### src/rtl/gpio_cfg_decoder.sv
// gpio_cfg_decoder: decodes bit-banged GPIO serial clocks into channel select, cycle count and per-channel shift strobes
module gpio_cfg_decoder #(
  parameter int NUM_CH  = 16,
  parameter int CYCLE_W = 256
) (
  input  logic               clk,
  input  logic               rst_n,
  input  logic [7:0]         gpio_in,
  output logic [NUM_CH-1:0]  sel_reg,
  output logic [CYCLE_W-1:0] cycle_count,
  output logic               cfg_sdata,
  output logic [NUM_CH-1:0]  mask_shift_en,
  output logic [NUM_CH-1:0]  mux_shift_en,
  output logic               sel_err
);
  logic [4:0] s1, s2;
  logic [4:1] s3, rise;
  logic [1:0] arm;
  logic       sdata;
  logic       unused_gpio;
  assign unused_gpio = ^gpio_in[7:5];
  assign sdata = s2[0];
  // edges are ignored until arm saturates so a clock bit high at reset release is not seen as a rise
  assign rise = s2[4:1] & ~s3 & {4{&arm}};
  always_ff @(posedge clk or negedge rst_n) begin
    if (!rst_n) begin
      s1            <= '0;
      s2            <= '0;
      s3            <= '0;
      arm           <= '0;
      sel_reg       <= '0;
      cycle_count   <= '0;
      cfg_sdata     <= 1'b0;
      mask_shift_en <= '0;
      mux_shift_en  <= '0;
      sel_err       <= 1'b1;
    end else begin
      s1            <= gpio_in[4:0];
      s2            <= s1;
      s3            <= s2[4:1];
      arm           <= arm + {1'b0, ~&arm};
      sel_reg       <= rise[2] ? {sel_reg[NUM_CH-2:0], sdata} : sel_reg;
      cycle_count   <= rise[3] ? {cycle_count[CYCLE_W-2:0], sdata} : cycle_count;
      cfg_sdata     <= (rise[1] | rise[4]) ? sdata : cfg_sdata;
      mask_shift_en <= rise[1] ? sel_reg : '0;
      mux_shift_en  <= rise[4] ? sel_reg : '0;
      sel_err       <= !$onehot(sel_reg);
    end
  end
endmodule

### config.mk
export PLATFORM = sky130hd
export DESIGN_NAME = gpio_cfg_decoder
export DESIGN_NICKNAME = d
export VERILOG_FILES = /design/src/rtl/gpio_cfg_decoder.sv
export SDC_FILE = /design/constraint.sdc
export NUM_CORES = 1
export LEC_CHECK = 0
export BUFFER_PORTS_ARGS = -buffer_cell sky130_fd_sc_hd__buf_2
export CAP_MARGIN = 20
export CORE_MARGIN = 5
export CORE_UTILIZATION = 40
export DETAILED_ROUTE_END_ITERATION = 6
export PLACE_DENSITY = 0.61
export SLEW_MARGIN = 30
export SYNTH_ARGS = -nofsm -noshare
export SYNTH_HDL_FRONTEND = slang
export SYNTH_SLANG_ARGS = --single-unit
### constraint.sdc
create_clock -name clk -period 4.4 [get_ports clk]
set_input_delay 0.22 -clock clk [delete_from_list [all_inputs] [get_ports clk]]
set_output_delay 0.22 -clock clk [all_outputs]
set_load 0.01 [all_outputs]
Yosys cells after proc, flatten, opt, wreduce, memory -nomap -nowiden:

Cells that the tools add are included.

* reductions and logical operators: 3
* equality and inequality tests: 1
* divide/modulo/power cells: 0
* muxes and demuxes: 2
* shift operators: 0
* add/subtract/negate cells: 16
* bitwise operators: 4
* multiply operators: 0
* $lt $le $gt $ge: 0

Operators by type and width (number)
* $mux W16: 2
* $add A1 B1 Y2: 8
* $add A2 B2 Y3: 4
* $add A3 B3 Y4: 2
* $and A4 B4 Y4: 2
* $add A4 B4 Y5: 1
* $eq A5 B1 Y1 const B: 1
* $not A4 Y4: 1
* $add A2 B1 Y2: 1
* $logic_not A1 Y1: 2
* $reduce_and A2 Y1: 1
* $or A1 B1 Y1: 1

* register bits: 322
* output and inout port bits: 306
* memories kept: 0
* bits in latches: 0
* memory bits (writable): 0
* ROM bits: 0

Longest topological paths before layout:

* depth in word-level cells: 6
* depth in mapped cells: 12
* mapped depth without buffers: 12

Worst setup path after synthesis:

Ideal clock, no wire load.

* kind: register to register
* start point: reg sel_reg[5]
* end point: reg sel_err
* cell stages (with the launch flop): 13
* path buffers: 0
* slack: 0.769 ns
* setup time: 0.092 ns
* data arrival time: 3.538 ns
* period minus slack after synthesis: 3.631 ns
* cell sequence: dfrtp_1 inv_1 fa_1 inv_1 fa_1 fa_1 inv_1 fa_1 inv_1 ha_1 fa_1 nor4b_1 o21ai_0

* cells in the longest elaborated chain, start to end: 6

RTL lines
* start, declared: line 9 `output logic [NUM_CH-1:0] sel_reg,`
* start signal, assigned: line 42 `sel_reg <= rise[2] ? {sel_reg[NUM_CH-2:0], sdata} : sel_reg;`
* $add A1 B1 Y2 (not written as such): line 47 `sel_err <= !$onehot(sel_reg);`
* $add A2 B2 Y3 (not written as such): line 47
* $add A3 B3 Y4 (not written as such): line 47
* $add A4 B4 Y5 (not written as such): line 47
* $eq A5 B1 Y1: line 47
* $logic_not A1 Y1: line 47
* end signal, assigned: line 47
* end, declared: line 14 `output logic sel_err`

Every way passes these cells.
A chain may end at the register's enable or synchronous reset.

Final worst setup path:

Ends and elaborated chain as after synthesis.

==> flow_summary.yaml <==
sta:
  slew_viol_final: 0
  max_slew_margin: 0.397
  clock.fmax_ghz: 0.265
  rsz0062_at_grt: "false"
  worstMarginPinSlew_ns: 0.904
  tns_ns: 0
  setup_viol: 0
  clock_skew_ns: 0.00727
  period_needed_ns: 3.77
  finalCritPeriodShare: 0.856
  hold_violations: 0
clock_network:
  clk_path_buf_depth: 3
  cts_sinks: 322
  clk_pin_slew_worst_paths_ns: 0.06
  cts_tree: "yes"
  htreeDepth: 2
  cts_made_buffers: 35
  insertion_delay_ns: 0.49
  cts-root-buf: "clkbuf_16"
place:
  gp_congestion: 0.726
  hpwl_um: 16900
  port-buffer-count: 312
cells_and_area:
  top_register: "cycle_count"
  largest_register_ffs: 256
  fin_nets: 1070
  layout-drive-gt1-share: 0.603
  fillers: 2589
  finish.utilization: 0.510
  area_growth_pct: 25.6
  diodes: 0
logic_synthesis:
  netlist_instances: 716
  async_reset_ff_frac: 1.00
  ys_types: 21
  synth_top_area_share: 0.665
  syn_area_per_cell_um2: 16.9
  synth-main-ff-cell: "dfrtp_1"
  synth_edf_count: 0
  seq_area_frac_synth: 0.667
  yosysWarnings: 0
  ys_ff_latch: 322
  synth.cells.most_frequent: "dfrtp_1 (321), mux2_2 (266), and2_1 (32)"
  synth.cell_area_um2: 12100
  yosysMostFrequentCell: "dfrtp_1"
  synth.area.top_cells: "dfrtp_1 (67%), mux2_2 (25%), buf_6 (2.5%), and2_1 (1.7%), fa_1 (1.7%)"
  post-synth-top-area-cell: "dfrtp_1"
  syn_nets: 741
die:
  io_pins: 316
  die_y_um: 184
  die_w_um: 184
  initial_core_util: 0.406
  core_um2: 29700
  die_area_um2: 33800
  num_rows: 63
pwr:
  power_density_nw_per_um2: 480
  p_sw_frac: 0.255
  p_sw_mw: 1.86
  power_frac_seq: 0.443
  comb_power_share: 0.152
  p_int_mw: 5.42
  max-vdd-ir-drop_mv: 0.641
  leakagePower_nw: 8.64
  p_clk_frac: 0.406
routing:
  finalWirelength_um: 24900
  vias: 6810
  wire_per_inst_um: 17.1
  drt_iter0_drc: 246
  drtPass1Iterations: 4
  route.antenna.remaining_nets: 0
  viasPerCell: 4.67
  drc_errors: 0
grt:
  grt_pass1_wl_um: 40100
  gr-total-overflow: 0
  grt_pass1_vias: 7008
  gr-usage-met1: 0.201
  grt_antenna_before_repair: 0
  grtUsageMet3: 0.0352
  grtUsageTotal: 0.145
  grt_max_degree: 106
  grt_util_met2: 0.228
  top_usage_layer: "met2"
worst_setup_path:
  reg2reg_from: "sel_reg[5]"
  cp.required_ns: 4.81
  reg2reg_to: "sel_err"
  startpoint_type: "register"
  critPathMaxFanout: 5
  crit_arrival_ns: 4.17
  crit_start: "sel_reg[5]"
  worst-setup-path-type: "reg -> reg"
  worstRegToRegCells: 12
  cp-end-kind: "register"
  r2r_slack_ns: 0.63
flow_run:
  max_cap_viol_count: 0
status:
  status: "complete, no violations"
hold_path:
  min_to: "s2[2]"
  holdPathStages: 0
  hp-class: "reg -> reg"
  min_from: "s1[2]"
==> routing by layer <==
metal  part of all wire  vias up
li1                   -     3118
met4              0.026        0
met5                  0        -
met1               0.43     3449
met2               0.48      197
met3              0.068       46
==> stage by stage <==
| stage | worst slack, ns | cell area, um2 | power (mW) | hold slack [ns] | instances |
|---|---|---|---|---|---|
| 2_1_floorplan | 0.769 | 12100 | 4.00 | -0.0756 | 716 |
| 3_3_place_gp | 0.664 | 13900 | 4.35 | 0.329 | 1391 |
| 3_5_place_dp | 0.636 | 13900 | 4.40 | 0.330 | 1391 |
| 4_1_cts | 0.587 | 15200 | 7.42 | 0.347 | 1457 |
| 5_1_grt | 0.403 | 15200 | 7.71 | 0.349 | 1458 |
| 6_report | 0.632 | 15200 | 7.28 | 0.346 | 1458 |
==> how the worst max path moves through the flow <==
| stage | end | cells past startpoint | slack (ns) |
|---|---|---|---|
| 2_1_floorplan | sel_err | 12 | 0.77 |
| 3_3_place_gp | sel_err | 12 | 0.66 |
| 3_5_place_dp | sel_err | 12 | 0.64 |
| 4_1_cts | sel_err | 12 | 0.59 |
| 5_1_grt | sel_err | 12 | 0.40 |
| 6_report | sel_err | 12 | 0.63 |
==> area by class of cell <==
type | instances | area (um2) | share of cell area
Tap cell | 390 | 488 | 0.0322
Clock inverter | 11 | 136 | 0.00899
Inverter | 21 | 78.8 | 0.00520
Sequential cell | 322 | 8060 | 0.531
Multi-Input combinational cell | 339 | 3620 | 0.238
Timing Repair Buffer | 326 | 1750 | 0.115
Clock buffer | 49 | 1040 | 0.0686
==> kinds of logic (layout without fill, tap and decap cells) <==
group           Yosys count  count (layout)  synth area share
compound gates            9               9           0.00373
flops                   322             322             0.667
fa+ha+maj                15              15            0.0218
buf+inv                  55             407            0.0341
simple gates             49              49            0.0253
mux                     266             266             0.248
==> power by group through the flow <==
| stage | logic [mW] | clock network, mW | registers [mW] |
|---|---|---|---|
| CTS | 1.14 | 3.06 | 3.22 |
| floorplan | 0.676 | 0 | 3.32 |
| global placement | 1.09 | 0 | 3.27 |
| global route | 1.29 | 3.18 | 3.24 |
| finish | 1.10 | 2.95 | 3.22 |
| detailed placement | 1.12 | 0 | 3.28 |
==> placed cells by master, fill, tap and decap left out <==
cell,count
dfrtp_1,321
buf_2,311
mux2_2,266
clkbuf_16,37
and2_1,32
inv_1,21
fa_1,10
o21ai_0,8
clkbuf_8,8
nand2_1,7
clkinv_2,6
dlygate4sd3_1,6
ha_1,5
clkbuf_1,5
buf_12,4
bufinv_16,3
buf_4,3
nor2_1,2
and4b_1,2
or2_2,1
a21oi_1,1
and3_1,1
nor4b_1,1
nand4b_1,1
nand4b_4,1
nand2b_1,1
clkinvlp_4,1
clkinv_4,1
buf_8,1
dfstp_2,1
==> worst max-delay path, cell delays in order, from the launching register on <==
cell and delay (ns):
dfrtp_1 0.41, inv_1 0.10, fa_1 0.55, inv_1 0.05, fa_1 0.46, fa_1 0.52, inv_1 0.06, fa_1 0.47
inv_1 0.04, ha_1 0.20, fa_1 0.44, nor4b_1 0.27, o21ai_0 0.12
==> what timing repair did <==
| action | 4_1_cts | 5_1_grt |
|---|---|---|
| setup endpoints to repair | 0 | 0 |
| endpoints found under the hold margin | 106 | 0 |
| resized for setup | 0 | 0 |
| setup buffers | 0 | 0 |
| hold buffers | 6 | 0 |
(Power assumes the default switching activity.)
